--- config.mk ---
export PLATFORM = sky130hd
export DESIGN_NAME = ps2_rx_flat
export DESIGN_NICKNAME = d
export VERILOG_FILES = /design/src/rtl/ps2_rx_if.sv /design/src/rtl/ps2_rx.sv /design/src/flat_wrapper.sv
export SDC_FILE = /design/constraint.sdc
export NUM_CORES = 1
export LEC_CHECK = 0
export BUFFER_PORTS_ARGS = -buffer_cell sky130_fd_sc_hd__buf_2
export CAP_MARGIN = 20
export CORE_ASPECT_RATIO = 1.1
export CORE_UTILIZATION = 40
export DETAILED_ROUTE_END_ITERATION = 16
export PLACE_DENSITY = 0.63
export SKIP_LAST_GASP = 1
export SLEW_MARGIN = 5
export SYNTH_ARGS = -nofsm -noshare
export SYNTH_HDL_FRONTEND = slang
export SYNTH_SLANG_ARGS = --single-unit
--- constraint.sdc ---
create_clock -name clk100 -period 2.7 [get_ports clk100]
set_input_delay 0.135 -clock clk100 [delete_from_list [all_inputs] [get_ports clk100]]
set_output_delay 0.135 -clock clk100 [all_outputs]
set_load 0.01 [all_outputs]
--- src/rtl/ps2_rx_if.sv ---
`default_nettype none
// ============================================================================
//  Module      : ps2_rx_if
//  Description : Consumer-side bundle of the PS/2 receiver. Carries the FIFO
//                head byte, its valid/ready handshake, the occupancy count
//                and the three one-cycle status pulses.
//                  data        head byte (meaningful only while valid=1)
//                  valid       FIFO non-empty
//                  ready       consumer takes the head byte on valid&ready
//                  parity_err  frame dropped for bad odd parity
//                  frame_err   frame dropped for bad stop bit or timeout
//                  overflow    good byte dropped because the FIFO was full
//                  count       FIFO occupancy, 0..FIFO_DEPTH
//                master = receiver side, slave = consumer side.
//  Revision    : 1.0  initial release
// ============================================================================
interface ps2_rx_if #(
    parameter int FIFO_DEPTH = 8
);
    localparam int CW = $clog2(FIFO_DEPTH) + 1;

    logic [7:0]    data;
    logic          valid;
    logic          ready;
    logic          parity_err;
    logic          frame_err;
    logic          overflow;
    logic [CW-1:0] count;

    modport master (
        output data, valid, parity_err, frame_err, overflow, count,
        input  ready
    );

    modport slave (
        input  data, valid, parity_err, frame_err, overflow, count,
        output ready
    );
endinterface
`default_nettype wire

--- src/rtl/ps2_rx.sv ---
`default_nettype none
// ============================================================================
//  Module      : ps2_rx
//  Description : PS/2 device-to-host receiver. Synchronises and glitch-filters
//                ps2_clk, samples ps2_dat on each filtered falling edge,
//                assembles 11-bit frames (start, 8 data LSB-first, odd parity,
//                stop), checks them and queues good bytes in a small FIFO.
//  Ports       : clk100   sole clock (rising edge)
//                rst_n    asynchronous active-low reset
//                ps2_clk  asynchronous PS/2 clock, idle high
//                ps2_dat  asynchronous PS/2 data, idle high
//                rx       ps2_rx_if.master: data/valid/ready/count + pulses
//  Revision    : 1.0  initial release
// ============================================================================
module ps2_rx #(
    parameter int FILTER_LEN     = 8,
    parameter int TIMEOUT_CYCLES = 200000,
    parameter int FIFO_DEPTH     = 8
) (
    input  wire       clk100,
    input  wire       rst_n,
    input  wire       ps2_clk,
    input  wire       ps2_dat,
    ps2_rx_if.master  rx
);
    localparam int AW = $clog2(FIFO_DEPTH);
    localparam int CW = AW + 1;

    localparam logic [1:0] S_IDLE   = 2'd0;
    localparam logic [1:0] S_DATA   = 2'd1;
    localparam logic [1:0] S_PARITY = 2'd2;
    localparam logic [1:0] S_STOP   = 2'd3;

    // ------------------------------------------------------------------
    // Input synchronisers (idle-high lines, so flops reset to 1)
    // ------------------------------------------------------------------
    logic clk_s1, clk_s2, dat_s1, dat_s2;

    always_ff @(posedge clk100 or negedge rst_n) begin
        if (!rst_n) begin
            clk_s1 <= 1'b1;
            clk_s2 <= 1'b1;
            dat_s1 <= 1'b1;
            dat_s2 <= 1'b1;
        end else begin
            clk_s1 <= ps2_clk;
            clk_s2 <= clk_s1;
            dat_s1 <= ps2_dat;
            dat_s2 <= dat_s1;
        end
    end

    // ------------------------------------------------------------------
    // Clock filter: follow the synchronised level only after it has
    // differed from the filtered level for FILTER_LEN straight cycles.
    // fall is registered together with the filtered level so it is high
    // during exactly the first cycle the filtered clock reads 0.
    // ------------------------------------------------------------------
    logic       filt_clk;
    logic [7:0] run_cnt;
    logic       fall;

    always_ff @(posedge clk100 or negedge rst_n) begin
        if (!rst_n) begin
            filt_clk <= 1'b1;
            run_cnt  <= 8'd0;
            fall     <= 1'b0;
        end else begin
            fall <= 1'b0;
            if (clk_s2 != filt_clk) begin
                if (run_cnt == 8'(FILTER_LEN - 1)) begin
                    filt_clk <= clk_s2;
                    run_cnt  <= 8'd0;
                    fall     <= filt_clk & ~clk_s2;
                end else begin
                    run_cnt <= run_cnt + 8'd1;
                end
            end else begin
                run_cnt <= 8'd0;
            end
        end
    end

    // ------------------------------------------------------------------
    // Frame FSM
    // ------------------------------------------------------------------
    logic [1:0]  state, state_nxt;
    logic [2:0]  bit_cnt;
    logic [7:0]  shreg;
    logic        par_bit;
    logic [19:0] to_cnt;
    logic        timeout;

    logic start_frame, shift_en, par_en;
    logic bad_stop, bad_par, good_frame;

    // A fall cycle always makes progress, so the watchdog only fires on
    // cycles without one.
    assign timeout = (state != S_IDLE) && !fall &&
                     (to_cnt == 20'(TIMEOUT_CYCLES - 1));

    always_ff @(posedge clk100 or negedge rst_n) begin
        if (!rst_n) state <= S_IDLE;
        else        state <= state_nxt;
    end

    always_comb begin
        state_nxt = state;
        if (timeout) begin
            state_nxt = S_IDLE;
        end else if (fall) begin
            case (state)
                S_IDLE:   if (!dat_s2) state_nxt = S_DATA;
                S_DATA:   if (bit_cnt == 3'd7) state_nxt = S_PARITY;
                S_PARITY: state_nxt = S_STOP;
                default:  state_nxt = S_IDLE;
            endcase
        end
    end

    always_comb begin
        start_frame = fall && (state == S_IDLE) && !dat_s2;
        shift_en    = fall && (state == S_DATA);
        par_en      = fall && (state == S_PARITY);
        bad_stop    = 1'b0;
        bad_par     = 1'b0;
        good_frame  = 1'b0;
        if (fall && (state == S_STOP)) begin
            // Stop-bit error wins; parity is only judged on a clean stop.
            bad_stop   = !dat_s2;
            bad_par    = dat_s2 && !(^{shreg, par_bit});
            good_frame = dat_s2 &&  (^{shreg, par_bit});
        end
    end

    // Frame datapath and the registered result of the stop-bit decision.
    logic       push_pend;
    logic [7:0] push_byte;
    logic       parity_err_q, frame_err_q;

    always_ff @(posedge clk100 or negedge rst_n) begin
        if (!rst_n) begin
            bit_cnt      <= 3'd0;
            shreg        <= 8'd0;
            par_bit      <= 1'b0;
            to_cnt       <= 20'd0;
            push_pend    <= 1'b0;
            push_byte    <= 8'd0;
            parity_err_q <= 1'b0;
            frame_err_q  <= 1'b0;
        end else begin
            if (fall || (state == S_IDLE) || timeout) to_cnt <= 20'd0;
            else                                       to_cnt <= to_cnt + 20'd1;

            if (start_frame) begin
                bit_cnt <= 3'd0;
                shreg   <= 8'd0;
            end else if (shift_en) begin
                bit_cnt <= bit_cnt + 3'd1;
                shreg   <= {dat_s2, shreg[7:1]};
            end

            if (par_en) par_bit <= dat_s2;

            parity_err_q <= bad_par;
            frame_err_q  <= bad_stop || timeout;
            push_pend    <= good_frame;
            if (good_frame) push_byte <= shreg;
        end
    end

    // ------------------------------------------------------------------
    // Receive FIFO. When full, a push is still accepted if the head is
    // popped on the same cycle (the freed slot is the one being written).
    // ------------------------------------------------------------------
    logic [7:0]    mem [FIFO_DEPTH];
    logic [AW-1:0] wr_ptr, rd_ptr;
    logic [CW-1:0] cnt;
    logic          empty, full, pop, wr_en, overflow_q;

    assign empty = (cnt == '0);
    assign full  = (cnt == CW'(FIFO_DEPTH));
    assign pop   = !empty && rx.ready;
    assign wr_en = push_pend && (!full || pop);

    always_ff @(posedge clk100) begin
        if (wr_en) mem[wr_ptr] <= push_byte;
    end

    always_ff @(posedge clk100 or negedge rst_n) begin
        if (!rst_n) begin
            wr_ptr     <= '0;
            rd_ptr     <= '0;
            cnt        <= '0;
            overflow_q <= 1'b0;
        end else begin
            if (wr_en) wr_ptr <= wr_ptr + 1'b1;
            if (pop)   rd_ptr <= rd_ptr + 1'b1;
            case ({wr_en, pop})
                2'b10:   cnt <= cnt + 1'b1;
                2'b01:   cnt <= cnt - 1'b1;
                default: cnt <= cnt;
            endcase
            overflow_q <= push_pend && full && !pop;
        end
    end

    assign rx.data       = empty ? 8'h00 : mem[rd_ptr];
    assign rx.valid      = !empty;
    assign rx.count      = cnt;
    assign rx.parity_err = parity_err_q;
    assign rx.frame_err  = frame_err_q;
    assign rx.overflow   = overflow_q;

endmodule
`default_nettype wire

--- src/flat_wrapper.sv ---
// flat-port wrapper written by rule: the top's interface ports become plain ports
module ps2_rx_flat 
#(
    parameter int FILTER_LEN     = 8,
    parameter int TIMEOUT_CYCLES = 200000,
    parameter int FIFO_DEPTH     = 8
)
  (clk100, rst_n, ps2_clk, ps2_dat, rx_data, rx_valid, rx_parity_err, rx_frame_err, rx_overflow, rx_count, rx_ready);
  ps2_rx_if #(.FIFO_DEPTH(FIFO_DEPTH)) rx_i ();
  input  wire clk100;
  input  wire rst_n;
  input  wire ps2_clk;
  input  wire ps2_dat;
  output wire logic [$bits(rx_i.data)-1:0] rx_data;
  output wire logic [$bits(rx_i.valid)-1:0] rx_valid;
  output wire logic [$bits(rx_i.parity_err)-1:0] rx_parity_err;
  output wire logic [$bits(rx_i.frame_err)-1:0] rx_frame_err;
  output wire logic [$bits(rx_i.overflow)-1:0] rx_overflow;
  output wire logic [$bits(rx_i.count)-1:0] rx_count;
  input wire logic [$bits(rx_i.ready)-1:0] rx_ready;
  assign rx_data = rx_i.data;
  assign rx_valid = rx_i.valid;
  assign rx_parity_err = rx_i.parity_err;
  assign rx_frame_err = rx_i.frame_err;
  assign rx_overflow = rx_i.overflow;
  assign rx_count = rx_i.count;
  assign rx_i.ready = rx_ready;
  ps2_rx #(.FILTER_LEN(FILTER_LEN), .TIMEOUT_CYCLES(TIMEOUT_CYCLES), .FIFO_DEPTH(FIFO_DEPTH)) u_core (.clk100(clk100), .rst_n(rst_n), .ps2_clk(ps2_clk), .ps2_dat(ps2_dat), .rx(rx_i));
endmodule
==> results.yml <==
worst_setup_path:
  worst_ep_arrival_time_ns: 2.02
  r2r_setup_slack_ns: 0.57
  r2r_start: "u_core.rx.count[1]$_DFFE_PN0P_"
  critPathLaunchType: "flip-flop"
  r2r-end: "u_core.mem[5][5]$_DFFE_PP_"
  required_ns: 2.57
  cp_max_fo: 18
  r2r_cells: 5
  critical_path.endpoint_type: "output pin"
  path_class: "flip-flop to output pin"
logic_synthesis:
  synth_edf_count: 64
  avgSynthCellArea_um2: 13.6
  yosysMostFrequentCell: "dfrtp_1"
  synth_top_cell_by_area: "edfxtp_1"
  netlist_instances: 429
  seq_area_frac_synth: 0.631
  ys_top_cells_by_area: "edfxtp_1, dfrtp_1, mux4_2, ha_1, nor2_1"
  ys.flop_type: "dfrtp_1"
  yosys.area.top_type_share: 0.330
  synth_top_cells_by_count: "dfrtp_1, edfxtp_1, nor2_1"
  synthArstFlopShare: 0.522
  synth_area_mm2: 0.00583
  ys_ff_latch: 134
  yosysWarningCount: 0
  synthDistinctLibCells: 46
  synth_nets: 448
timing:
  layout_min_cycle_time_ns: 2.15
  slew_violations: 0
  finalSetupViolations: 0
  setup_tns_ns: 0
  clock.fmax_ghz: 0.464
  slew_headroom: 0.480
  tightest_slew_ns: 0.777
  finalHoldViolCount: 0
  timing.final.crit_share: 0.798
  rsz0062_at_grt: "false"
  final.setup_skew_ns: 0.00521
clocking:
  cts-buffers-inserted: 17
  clk_pin_slew_worst_paths_ns: 0.05
  clk_latency_ns: 0.41
  clock-sinks: 134
  cts_tree: "yes"
  htree_levels: 4
  ctsResizeCount: 0
  root_buffer: "clkbuf_16"
  cts_setup_buffers: 0
  cts_max_path_buffers: 2
  postCtsHoldBufs: 3
global_route:
  gr-total-overflow: 0
  grt_max_degree: 71
  antenna_found_initial: 0
  track_usage: 0.146
  grt_pass1_wl_mm: 16.4
  grt_pass1_vias: 3396
detailed_routing:
  drt_first_pass_iters: 4
  route.detailed.drc: 0
  drt_iter0_drc: 194
  vias_per_cell: 5.05
  wire_per_inst_um: 14.7
  dr_total_vias: 3371
  antenna_left: 0
  wirelength_mm: 9.83
power:
  ir_drop_uv: 468
  power.internal_w: 0.00353
  p_per_area_mw_per_mm2: 671
  swShare: 0.221
  p_seq_frac: 0.497
  p_clk_frac: 0.454
  netSwitchingPower_w: 0.00100
  p_comb_frac: 0.049
  p_leak_nw: 2.84
placement:
  hpwl_mm: 6.67
  io_buffers: 20
  routabilityCongestion: 0.821
  dp.cells: 631
die:
  rows: 45
  die_y_um: 129
  core_area_mm2: 0.0140
  dieArea_mm2: 0.0151
  initial_core_util: 0.416
  die_x_um: 117
  ioPinCount: 21
layout:
  layout.cells.non_filler: 667
  diodes: 0
  area_growth_pct: 16.0
  nFillCells: 1234
  layout.nets: 485
  drive_gt1_frac: 0.200
worst_hold_path:
  hp-start: "rx_ready"
  hold_class: "input pin to flip-flop"
  holdPathStages: 4
  holdPathEnd: "u_core.rx.count[3]$_DFFE_PN0P_"
outcome:
  outcome: "finished, final reports clean"
job:
  maxCapViolCount: 0
[placed cells by master, fill, tap and decap left out, types with 5 or more instances in the layout]
cell       instances
mux4_2            16
nand4_1           10
buf_4              9
clkbuf_1           6
nor3_1             7
dfstp_2            5
mux2_2            10
xor2_1            15
and3_1            10
edfxtp_1          64
and2_1             5
ha_1              14
xnor2_1           15
dfrtp_1           65
mux2i_1           11
a21oi_1           17
buf_2             20
nand2_1           39
nor2_1            42
nand3_1           15
inv_1             11
o21ai_0            6
clkbuf_16         17
[worst max-delay path by stage]
stage / startpoint / to / slack, ns / depth (start not counted)
6_report: u_core.rd_ptr[1]$_DFFE_PN0N_ / rx_data[3] / 0.55 / 4
5_1_grt: u_core.rx.count[1]$_DFFE_PN0P_ / u_core.mem[5][5]$_DFFE_PP_ / 0.38 / 5
4_1_cts: u_core.rx.count[1]$_DFFE_PN0P_ / u_core.mem[2][6]$_DFFE_PP_ / 0.39 / 4
3_5_place_dp: u_core.rx.count[1]$_DFFE_PN0P_ / u_core.mem[2][3]$_DFFE_PP_ / 0.40 / 4
3_3_place_gp: u_core.rx.count[1]$_DFFE_PN0P_ / u_core.mem[2][6]$_DFFE_PP_ / 0.57 / 4
2_1_floorplan: u_core.rx.count[1]$_DFFE_PN0P_ / u_core.mem[1][0]$_DFFE_PP_ / 0.33 / 5
[per-stage QoR]
step	instance area, um^2	setup slack, ns	total power [W]	hold WS, ns	util
floorplan	5830	0.327	0.00243	-0.161	-
global placement	6190	0.571	0.00250	0.182	0.441
detailed placement	6190	0.404	0.00251	0.188	0.441
CTS	6750	0.393	0.00460	0.0914	0.481
global route	6760	0.378	0.00472	0.131	0.482
finish	6760	0.545	0.00454	0.120	0.482
[area by class of cell]
| class | instances | area (um^2) | area share |
|---|---|---|---|
| multi-input cells | 268 | 2050 | 0.303 |
| well taps | 188 | 235 | 0.0348 |
| clock buffers | 23 | 448 | 0.0663 |
| inverters | 11 | 41.3 | 0.00611 |
| repair buffers | 34 | 225 | 0.0333 |
| flip-flops and latches | 134 | 3680 | 0.544 |
| clock inverters | 9 | 83.8 | 0.0124 |
[flip-flops by register name, summed over array words and instances, names as in the netlist, 3 cells and up]
name and cells:
u_core.run_cnt 8, u_core.shreg 8, u_core.to_cnt 20, u_core.mem 64
u_core.rx.count 4, u_core.wr_ptr 3, u_core.rd_ptr 3, u_core.bit_cnt 3
u_core.push_byte 8
[critical path, cell delays in order (launching register included)]
cell and delay [ns]:
dfrtp_1 0.83, mux4_2 0.44, mux2i_1 0.15, nor2_1 0.05, buf_2 0.13
[logic make-up after synthesis]
logic type	Yosys count	share of synthesized area
fa+ha+maj	14	0.0301
flops	134	0.631
xor+xnor	32	0.0530
mux	38	0.104
compound gates	34	0.0380
buf+inv	27	0.0182
simple gates	150	0.125
[power by group through the flow]
stage | clock, W | combinational, W | sequential, W
2_1_floorplan | 0 | 0.000156 | 0.00227
3_3_place_gp | 0 | 0.000214 | 0.00228
3_5_place_dp | 0 | 0.000223 | 0.00229
4_1_cts | 0.00212 | 0.000228 | 0.00225
5_1_grt | 0.00219 | 0.000263 | 0.00226
6_report | 0.00206 | 0.000223 | 0.00225
[layer usage]
metal,track usage,routed length [um]
met1,0.171,4440
met2,0.247,4960
met3,0.0490,323
met4,0.0588,104
met5,0,0
Note: power is estimated with default switching activity, not from simulation.
